File: src/rtl/mem_stage.sv
// Pipeline memory stage: EX/MEM register, data-memory access FSM,
// load alignment/extension and store byte-laning (big-endian lanes).
module mem_stage #(
    parameter int AW = 32
) (
    input  logic          clk,
    input  logic          rst_n,
    input  logic          validin,
    input  logic [31:0]   aluresult,
    input  logic [31:0]   storedata,
    input  logic [4:0]    rwin_ex,
    input  logic          regwrite_ex,
    input  logic          memread,
    input  logic          memwrite,
    input  logic [1:0]    memsize,
    input  logic          memsigned,
    input  logic [1:0]    fpoint_ex,
    input  logic [31:0]   delayslot2_ex,
    input  logic          jal_ex,
    output logic          stall,
    output logic          memexc,
    output logic          dmem_req,
    output logic          dmem_we,
    output logic [AW-1:0] dmem_addr,
    output logic [31:0]   dmem_wdata,
    output logic [3:0]    dmem_be,
    input  logic [31:0]   dmem_rdata,
    input  logic          dmem_ack,
    output logic [4:0]    rwin,
    output logic [31:0]   busWin,
    output logic          regwritein,
    output logic [1:0]    fpointin,
    output logic [31:0]   delayslot2in,
    output logic          jalin
);

    localparam logic [1:0] S_IDLE = 2'd0;
    localparam logic [1:0] S_REQ  = 2'd1;
    localparam logic [1:0] S_DONE = 2'd2;

    logic        qvalid;
    logic [31:0] qalu;
    logic [31:0] qsd;
    logic [4:0]  qrw;
    logic        qregwrite;
    logic        qmemread;
    logic        qmemwrite;
    logic [1:0]  qsize;
    logic        qsigned;
    logic [1:0]  qfpoint;
    logic [31:0] qds2;
    logic        qjal;

    logic [1:0]  state;
    logic [31:0] ldata;

    logic        memop;
    logic        mis;
    logic        is_byte;
    logic        is_half;
    logic        is_word;
    logic [1:0]  a;
    logic [3:0]  be_c;
    logic [31:0] wdata_c;
    logic [31:0] load_c;

    assign a       = qalu[1:0];
    assign is_byte = (qsize == 2'b00);
    assign is_half = (qsize == 2'b01);
    assign is_word = qsize[1];
    assign memop   = qvalid & (qmemread | qmemwrite);
    assign mis     = memop & ((is_half & a[0]) |
                              (is_word & (a != 2'b00)));
    assign memexc  = mis;

    // Stall while the access is being set up or is outstanding.
    always_comb begin
        stall = 1'b0;
        unique case (state)
            S_IDLE:  stall = memop & ~mis;
            S_REQ:   stall = 1'b1;
            S_DONE:  stall = 1'b0;
            default: stall = 1'b0;
        endcase
    end

    // EX/MEM register: captures whenever the stage is not stalled.
    always_ff @(posedge clk or negedge rst_n) begin
        if (!rst_n) begin
            qvalid    <= 1'b0;
            qalu      <= '0;
            qsd       <= '0;
            qrw       <= '0;
            qregwrite <= 1'b0;
            qmemread  <= 1'b0;
            qmemwrite <= 1'b0;
            qsize     <= '0;
            qsigned   <= 1'b0;
            qfpoint   <= '0;
            qds2      <= '0;
            qjal      <= 1'b0;
        end else if (!stall) begin
            qvalid    <= validin;
            qalu      <= aluresult;
            qsd       <= storedata;
            qrw       <= rwin_ex;
            qregwrite <= regwrite_ex;
            qmemread  <= memread;
            qmemwrite <= memwrite;
            qsize     <= memsize;
            qsigned   <= memsigned;
            qfpoint   <= fpoint_ex;
            qds2      <= delayslot2_ex;
            qjal      <= jal_ex;
        end
    end

    // Store laning: replicate data, enable only the addressed lanes.
    always_comb begin
        be_c    = 4'b1111;
        wdata_c = qsd;
        if (is_byte) begin
            wdata_c = {4{qsd[7:0]}};
            unique case (a)
                2'b00:   be_c = 4'b1000;
                2'b01:   be_c = 4'b0100;
                2'b10:   be_c = 4'b0010;
                default: be_c = 4'b0001;
            endcase
        end else if (is_half) begin
            wdata_c = {2{qsd[15:0]}};
            be_c    = a[1] ? 4'b0011 : 4'b1100;
        end
    end

    // Load alignment: right-justify the addressed lane, then extend.
    always_comb begin
        load_c = ldata;
        if (is_byte) begin
            logic [7:0] b;
            unique case (a)
                2'b00:   b = ldata[31:24];
                2'b01:   b = ldata[23:16];
                2'b10:   b = ldata[15:8];
                default: b = ldata[7:0];
            endcase
            load_c = {{24{qsigned & b[7]}}, b};
        end else if (is_half) begin
            logic [15:0] h;
            h      = a[1] ? ldata[15:0] : ldata[31:16];
            load_c = {{16{qsigned & h[15]}}, h};
        end
    end

    // Access FSM with registered request and payload.
    always_ff @(posedge clk or negedge rst_n) begin
        if (!rst_n) begin
            state      <= S_IDLE;
            dmem_req   <= 1'b0;
            dmem_we    <= 1'b0;
            dmem_addr  <= '0;
            dmem_wdata <= '0;
            dmem_be    <= '0;
            ldata      <= '0;
        end else begin
            unique case (state)
                S_IDLE: begin
                    if (memop && !mis) begin
                        state      <= S_REQ;
                        dmem_req   <= 1'b1;
                        dmem_we    <= qmemwrite;
                        dmem_addr  <= {qalu[AW-1:2], 2'b00};
                        dmem_wdata <= wdata_c;
                        dmem_be    <= be_c;
                    end
                end
                S_REQ: begin
                    if (dmem_ack) begin
                        ldata    <= dmem_rdata;
                        dmem_req <= 1'b0;
                        state    <= S_DONE;
                    end
                end
                S_DONE: begin
                    state <= S_IDLE;
                end
                default: begin
                    state    <= S_IDLE;
                    dmem_req <= 1'b0;
                end
            endcase
        end
    end

    assign busWin       = qmemread ? load_c : qalu;
    assign regwritein   = qvalid & qregwrite & ~mis &
                          ~(memop & (state != S_DONE));
    assign rwin         = qrw;
    assign fpointin     = qfpoint;
    assign delayslot2in = qds2;
    assign jalin        = qjal;

endmodule

File: config.mk
export PLATFORM = sky130hd
export DESIGN_NAME = mem_stage
export DESIGN_NICKNAME = d
export VERILOG_FILES = /design/src/rtl/mem_stage.sv
export SDC_FILE = /design/constraint.sdc
export NUM_CORES = 1
export LEC_CHECK = 0
export CAP_MARGIN = 20
export CORE_MARGIN = 2
export CORE_UTILIZATION = 47
export DETAILED_ROUTE_END_ITERATION = 8
export PLACE_DENSITY = 0.8
export SLEW_MARGIN = 5
export SYNTH_ARGS = -nofsm -noshare
export SYNTH_HDL_FRONTEND = slang
export SYNTH_SLANG_ARGS = --single-unit
File: constraint.sdc
create_clock -name clk -period 2.05 [get_ports clk]
set_input_delay 0.3075 -clock clk [delete_from_list [all_inputs] [get_ports clk]]
set_output_delay 0.3075 -clock clk [all_outputs]
set_load 0.01 [all_outputs]
==> summary.md, run 1 <==
| Metric | Value |
|---|---|
| Status | `finished with violations` |
| Failing checks | `negative setup slack` |
| Maximum VDD drop | `approximately 970 uV` |
| Lkg Pwr | `~6.5 nW` |
| # setup viols final | `208` |
| Initial DRC Count | `roughly 420` |
| Net Sw Frac | `between 30% and 40%` |
| Asr flop ratio synth | `100%` |
| Antenna violations before repair | `2` |
| Seq pwr share | `27.9%` |
| Post-Route Utilization | `73.8%` |
| DR WL/cell | `between 20 and 25 um` |
| Hold Vio Cnt, Final | `0` |
| Post-synth top area cell | `dfrtp_1` |
| Fin. max-slew vios | `0` |
| Max H-tree Level | `1` |
| Post-route setup slack | `-356 ps` |
| DRC Markers | `0` |
| Boundary Pins | `between 200 and 300` |
| Final Cell Area | `14900 um^2` |
| Reg2reg path depth | `10` |
| Area grow syn2layout | `54.4%` |
| Post-Place Cell Area | `13200 um^2` |
| Vias post-DR | `~7300` |
| TritonCTS clock tree | `yes` |
| Cells after Synth | `688` |
| Synth unique cells | `50` |
| Power share of the combinational group | `between 50% and 60%` |
| Post-synth EDFFs | `0` |
| Worst Skew | `roughly 9 ps` |
| Worst-path maximum fanout | `14` |
| Pre-Repair DR Iteration Count | `5` |
| Sw power | `between 10 and 15 mW` |
| Final Cycle Share | `117%` |
| Nets | `roughly 1200` |
| MaxCap Viol Count | `0` |
| Later-pin clock latency in the skew report | `~500 ps` |
| Die area | `approximately 22000 um^2` |
| Area contributors post-synth | `dfrtp_1, mux2_2, mux2_1, mux2_4, buf_12` |
| Worst hold path class | `in -> reg` |
| Worst slew pin tran | `around 530 ps` |
| Share of cells above drive strength 1 | `about two fifths` |
| Synth cell count leaders | `dfrtp_1, mux2_2, mux2_1` |
| First-pass GRT wire length | `43300 um` |
| Register area | `5330 um^2` |
| Clk pwr share | `14.7%` |
| Hold slack | `between 300 and 400 ps` |
| CTS sink count | `213` |
| Synthesized area per cell | `about 14 um^2` |
| Kind of critical path | `reg -> out` |
| Initial Util | `a little under half` |
| Seq/Total Area, Yosys | `a little under three fifths` |
| Clk buf depth | `3` |
| Worst path required time | `between 1500 and 2000 ps` |
| DRT antenna net count | `0` |
| Multi-input combinational cell area | `4280 um^2` |
| Critical Path Source Type | `register` |
| Vias in the first global route | `roughly 7600` |
| Die width | `147 um` |
| Synth warn | `0` |
| Placer Congestion | `0.887` |
| RSZ-0062 raised after global routing | `yes` |
| # rows | `52` |
| Pre-CTS WS | `-227 ps` |
| Most common cell in the netlist | `dfrtp_1` |
| Cell area power density | `1970 nW/um^2` |
| TritonCTS Buffers | `24` |
| FILL cells | `roughly 1300` |
| Synth Cell Area | `9640 um^2` |
| Die Ht | `between 100 and 150 um` |
| Pin count of the biggest net entering global routing | `just under 70` |
| Total negative setup slack | `-28050 ps` |
| Synth top area share | `a little under three fifths` |
| Flops & latches, synth | `between 200 and 250` |
| Worst path arrival time | `about 2100 ps` |
| Synth Flop Type | `dfrtp_1` |
| Core area | `just over 20000 um^2` |
| Vias/cell | `5.41` |
| Grt total ovfl | `0` |
| Fmax | `416 MHz` |
| Slew margin rel. | `around two thirds` |
| Worst setup EP type | `output pin` |
| HPWL Detailed | `about 19000 um` |
| Hold path depth | `3` |
| Port Buf Inserts | `288` |
| Fin crit period | `between 2000 and 2500 ps` |
| Antenna diodes | `0` |
| Gr usage total | `approximately a quarter` |
| Root Driver | `clkbuf_16` |
| Int Power | `between 15 and 20 mW` |
| WL final | `roughly 29000 um` |
| Clk slew on worst S/H paths | `60 ps` |
-- worst max-delay path, stage by stage (launching register included) --
cell	delay, ps
dfrtp_2	480
buf_6	150
mux2i_1	120
a211o_1	360
buf_12	190
o221ai_2	140
buf_2	150
-- cells in the final DEF (no fill, tap or decap), types with 5 or more instances in the layout --
master,instances
nand2b_1,11
nor2_1,15
clkbuf_16,35
buf_6,25
dfrtp_1,211
o21ai_2,8
inv_1,12
buf_2,30
mux2i_1,11
mux2_2,147
buf_8,6
a22oi_1,12
a32oi_1,6
buf_4,48
clkdlybuf4s50_1,252
mux2_1,44
nand2_1,22
buf_12,18
o21ai_1,5
clkbuf_1,9
o2111ai_2,6
o21ai_0,10
mux2_4,45
or4b_4,6
a31oi_1,7
-- metrics by stage --
step	cells	power [mW]
2_1_floorplan	689	15.6
3_3_place_gp	1268	21.7
3_5_place_dp	1268	22.1
4_1_cts	1328	27.4
5_1_grt	1345	30.9
6_report	1345	29.4
-- routing by layer --
metal / part of all wire, % / GRT usage (%) / vias up / routed length, um
met4: 2.7 / 7.84 / 2 / 784
met1: 39 / 32.0 / 3646 / 11400
met3: 9.1 / 7.92 / 54 / 2620
met5: 0.045 / 0 / - / 13
li1: - / - / 3258 / -
met2: 49 / 42.6 / 315 / 14100
-- final timing paths --
check                      slack (ps)        startpoint                to
min in group asynchronous         360             rst_n    dmem_wdata[17]
min                               340           validin            qvalid
max in group asynchronous        1080             rst_n     dmem_addr[31]
max reg2reg                      -150           qalu[0]          qalu[24]
min reg2reg                       490  delayslot2in[10]  delayslot2in[10]
max                              -360           qalu[1]        busWin[30]
-- layout make-up --
class | count | share of cell area, %
Inverter | 13 | 0.328
Tap cell | 270 | 2.27
Timing Repair Buffer | 392 | 27.4
Clock inverter | 6 | 0.555
Clock buffer | 38 | 4.80
Multi-Input combinational cell | 413 | 28.8
Sequential cell | 213 | 35.8
-- kinds of logic (layout without fill, tap and decap cells) --
group / count (synthesis) / after routing / synth area share, %
buffers and inverters: 63 / 449 / 4.38
AO/OA/AOI/OAI: 91 / 91 / 6.86
multiplexers: 248 / 248 / 29.3
flip-flops: 213 / 213 / 55.3
AND/OR/NAND/NOR: 72 / 72 / 4.08
other: 1 / 2 / 0.0389
-- sequential cells by signal, summed over array words and instances, names as in the netlist --
name / count
delayslot2in: 32
dmem_wdata: 32
ldata: 32
qalu: 32
qsd: 32
dmem_addr: 30
rwin: 5
dmem_be: 4
fpointin: 2
qsize: 2
state: 2
dmem_req: 1
dmem_we: 1
jalin: 1
qmemread: 1
qmemwrite: 1
qregwrite: 1
qsigned: 1
qvalid: 1
-- timing repair --
action                                 in CTS  in global routing
setup buffers                              13                  8
gates resized for setup                   235                 76
endpoints found under the hold margin      59                  0
pin swaps                                  16                 15
hold buffers                                1                  0
setup endpoints to repair                 131                133
cloned                                      3                 10
-- power groups by stage --
stage	clock, mW	combinational, mW	sequential [mW]
final	4.31	16.9	8.19
after floorplan	0	7.45	8.11
after global placement	0	13.7	8.01
after detailed placement	0	14.0	8.10
after CTS	4.40	14.9	8.09
after global routing	4.60	17.8	8.43
(Power assumes the default switching activity.)
==> run 2: changes to the inputs <==
--- a/config.mk
+++ b/config.mk
@@ -7,9 +7,8 @@
 export LEC_CHECK = 0
 export CAP_MARGIN = 20
 export CORE_MARGIN = 2
-export CORE_UTILIZATION = 47
+export CORE_UTILIZATION = 32
 export DETAILED_ROUTE_END_ITERATION = 8
-export PLACE_DENSITY = 0.8
 export SLEW_MARGIN = 5
 export SYNTH_ARGS = -nofsm -noshare
 export SYNTH_HDL_FRONTEND = slang
==> run 2 against run 1 <==
Effect of this change: the flow still finishes with violations (negative setup slack); via count is 1.2% lower; cell count is 10% higher; wire length is 5.3% higher; sequential power is 1% lower; final area is 3.0% higher; utilization is 22 points lower; sequential share of layout area is 1.0 points lower; die area is 45% higher; critical endpoint is now busWin[8].
==> summary.md, run 2 (synthesis results as in run 1) <==
| Metric | Value |
|---|---|
| Final Cell Area | `15300 um^2 (was 14900 um^2)` |
| Kind of critical path | `reg -> out (unchanged)` |
| Die area | `31500 um^2 (was 21700 um^2)` |
| Initial Util | `32.5% (was 47.8%)` |
| Area grow syn2layout | `59.0% (was 54.4%)` |
| Vias in the first global route | `7615 (was 7605)` |
| Crit path depth | `6 (unchanged)` |
| # setup viols final | `204 (was 208)` |
| Gr usage total | `18.6% (was 25.5%)` |
| GRT Max-Usage Layer | `met2 (unchanged)` |
| CTS sink count | `213 (unchanged)` |
| Vias/cell | `4.85 (was 5.41)` |
| TritonCTS Buffers | `25 (was 24)` |
| Post-route setup slack | `-453 ps (was -356 ps)` |
| Reg2reg path depth | `11 (was 10)` |
| DRC Markers | `0 (unchanged)` |
| RSZ-0062 raised after global routing | `yes (unchanged)` |
| HPWL Detailed | `20900 um (was 19400 um)` |
| Post-Place Cell Area | `13400 um^2 (was 13200 um^2)` |
| Sw power | `10.6 mW (was 10.4 mW)` |
| Worst slew pin tran | `502 ps (was 526 ps)` |
| DR WL/cell | `20.5 um (was 21.5 um)` |
| First-pass GRT wire length | `44900 um (was 43300 um)` |
| Grt total ovfl | `0 (unchanged)` |
| TritonCTS clock tree | `yes (unchanged)` |
| Status | `finished with violations (unchanged)` |
| Seq pwr share | `26.9% (was 27.9%)` |
| Die width | `178 um (was 147 um)` |
| Port Buf Inserts | `288 (unchanged)` |
| Critical Path Source Type | `register (unchanged)` |
| Nets | `1218 (was 1203)` |
| Register area | `5330 um^2 (unchanged)` |
| MaxCap Viol Count | `0 (unchanged)` |
| Hold Vio Cnt, Final | `0 (unchanged)` |
| Core area | `29600 um^2 (was 20200 um^2)` |
| Global routing met3 resource utilization | `6.64% (was 7.92%)` |
| Fmax | `399 MHz (was 416 MHz)` |
| Worst Skew | `17.9 ps (was 8.96 ps)` |
| Cell area power density | `1960 nW/um^2 (was 1970 nW/um^2)` |
| Highest-count cells in the layout ignoring fill and taps | `clkdlybuf4s50_1, dfrtp_1, mux2_2 (unchanged)` |
| Delay-heaviest family, CP | `multiplexers (was compound AO/OA/AOI/OAI gates)` |
| Maximum VDD drop | `933 uV (was 968 uV)` |
| Failing checks | `negative setup slack (unchanged)` |
| Most common cell after layout, fill and taps aside | `clkdlybuf4s50_1 (unchanged)` |
| Die Ht | `178 um (was 147 um)` |
| Max H-tree Level | `1 (unchanged)` |
| Multi-input combinational cell area | `4300 um^2 (was 4280 um^2)` |
| Slowest CP cell | `mux4_2 (was dfrtp_2)` |
| Vias post-DR | `7189 (was 7275)` |
| Met1 Use GR | `23.3% (was 32.0%)` |
| Later-pin clock latency in the skew report | `520 ps (was 510 ps)` |
| DRT antenna net count | `0 (unchanged)` |
| Worst r2r src | `qalu[0] (unchanged)` |
| Worst-path cell chain | `mux4_2 -> buf_6 -> a31oi_4 -> buf_8 -> a31oi_1 -> buf_2 (was buf_6 -> mux2i_1 -> a211o_1 -> buf_12 -> o221ai_2 -> buf_2)` |
| Antenna violations before repair | `3 (was 2)` |
| Hold slack | `346 ps (was 337 ps)` |
| Power share of the combinational group | `58.4% (was 57.4%)` |
| Root Driver | `clkbuf_16 (unchanged)` |
| Fin crit period | `2500 ps (was 2410 ps)` |
| Initial DRC Count | `335 (was 419)` |
| Placer Congestion | `0.766 (was 0.887)` |
| Clk slew on worst S/H paths | `60 ps (about the same)` |
| Pin count of the biggest net entering global routing | `57 (was 68)` |
| Clk pwr share | `14.7% (about the same)` |
| Worst path required time | `1740 ps (about the same)` |
| Final Cycle Share | `122% (was 117%)` |
| Worst path arrival time | `2200 ps (was 2100 ps)` |
| WL final | `30400 um (was 28900 um)` |
| Worst-path maximum fanout | `8 (was 14)` |
| Crit path largest cell delay | `570 ps (was 480 ps)` |
| Global-route track usage on met2 | `30.6% (was 42.6%)` |
| Fin. max-slew vios | `0 (unchanged)` |
| Net Sw Frac | `35.3% (about the same)` |
| Worst hold path class | `in -> async (was in -> reg)` |
| FILL cells | `2593 (was 1299)` |
| Pre-Repair DR Iteration Count | `4 (was 5)` |
| Clk buf depth | `3 (unchanged)` |
| Share of cells above drive strength 1 | `38.7% (was 38.9%)` |
| Int Power | `19.4 mW (was 19.0 mW)` |
| Lkg Pwr | `6.49 nW (was 6.46 nW)` |
| Boundary Pins | `291 (unchanged)` |
| Worst setup path startpoint | `qalu[0] (was qalu[1])` |
| Buf+Inv Stages, Crit Path | `3 (unchanged)` |
| # rows | `63 (was 52)` |
| Slew margin rel. | `66.6% (was 64.9%)` |
| Worst setup EP type | `output pin (unchanged)` |
[run 2: metal layers]
| metal | vias to the layer above | share of wire, % |
|---|---|---|
| met5 | - | 0.13 |
| met4 | 6 | 2.3 |
| met3 | 54 | 9.8 |
| met2 | 260 | 46 |
| met1 | 3593 | 41 |
| li1 | 3276 | - |
[run 2: path summary, 6_finish.rpt]
| kind | end | slack, ps |
|---|---|---|
| setup / recovery | busWin[8] | -450 |
| min in group clk | qvalid | 350 |
| hold / removal | delayslot2in[23] | 350 |
| max in group asynchronous | delayslot2in[10] | 1030 |
| hold reg to reg | delayslot2in[2] | 480 |
| setup reg to reg | delayslot2in[7] | -310 |
[run 2: through the flow]
stage	cells	worst slack, ps	power, mW	util [%]	TNS [ps]
floorplan	689	235	15.6	-	0
CTS	1465	-445	29.0	50.1	-35480
finish	1481	-453	30.0	51.7	-35640
global route	1480	-528	31.8	51.7	-55630
detailed placement	1398	-274	22.5	45.4	-19040
global placement	1398	-273	22.3	45.4	-15900
[run 2: what timing repair did]
| action | CTS | global route |
|---|---|---|
| pin swaps | 26 | 23 |
| endpoints found under the setup margin | 136 | 211 |
| gates resized for setup | 247 | 65 |
| gates cloned | 8 | 4 |
| hold buffers | 1 | 0 |
| setup buffers | 19 | 12 |
| endpoints found under the hold margin | 49 | 0 |
[run 2: area by class of cell]
cell class	instances	share of cell area, %
flip-flops and latches	213	34.8
repair buffers	406	28.3
multi-input cells	413	28.1
clock buffers	33	4.47
well taps	390	3.18
clock inverters	12	0.816
inverters	13	0.318
diodes	1	0.0163
[run 2: power groups by stage]
stage | clock (mW) | sequential, mW | combinational, mW
after floorplan | 0 | 8.11 | 7.45
after global placement | 0 | 8.02 | 14.3
after detailed placement | 0 | 8.07 | 14.4
after CTS | 4.55 | 8.04 | 16.4
after global routing | 4.75 | 8.37 | 18.6
final | 4.42 | 8.07 | 17.5
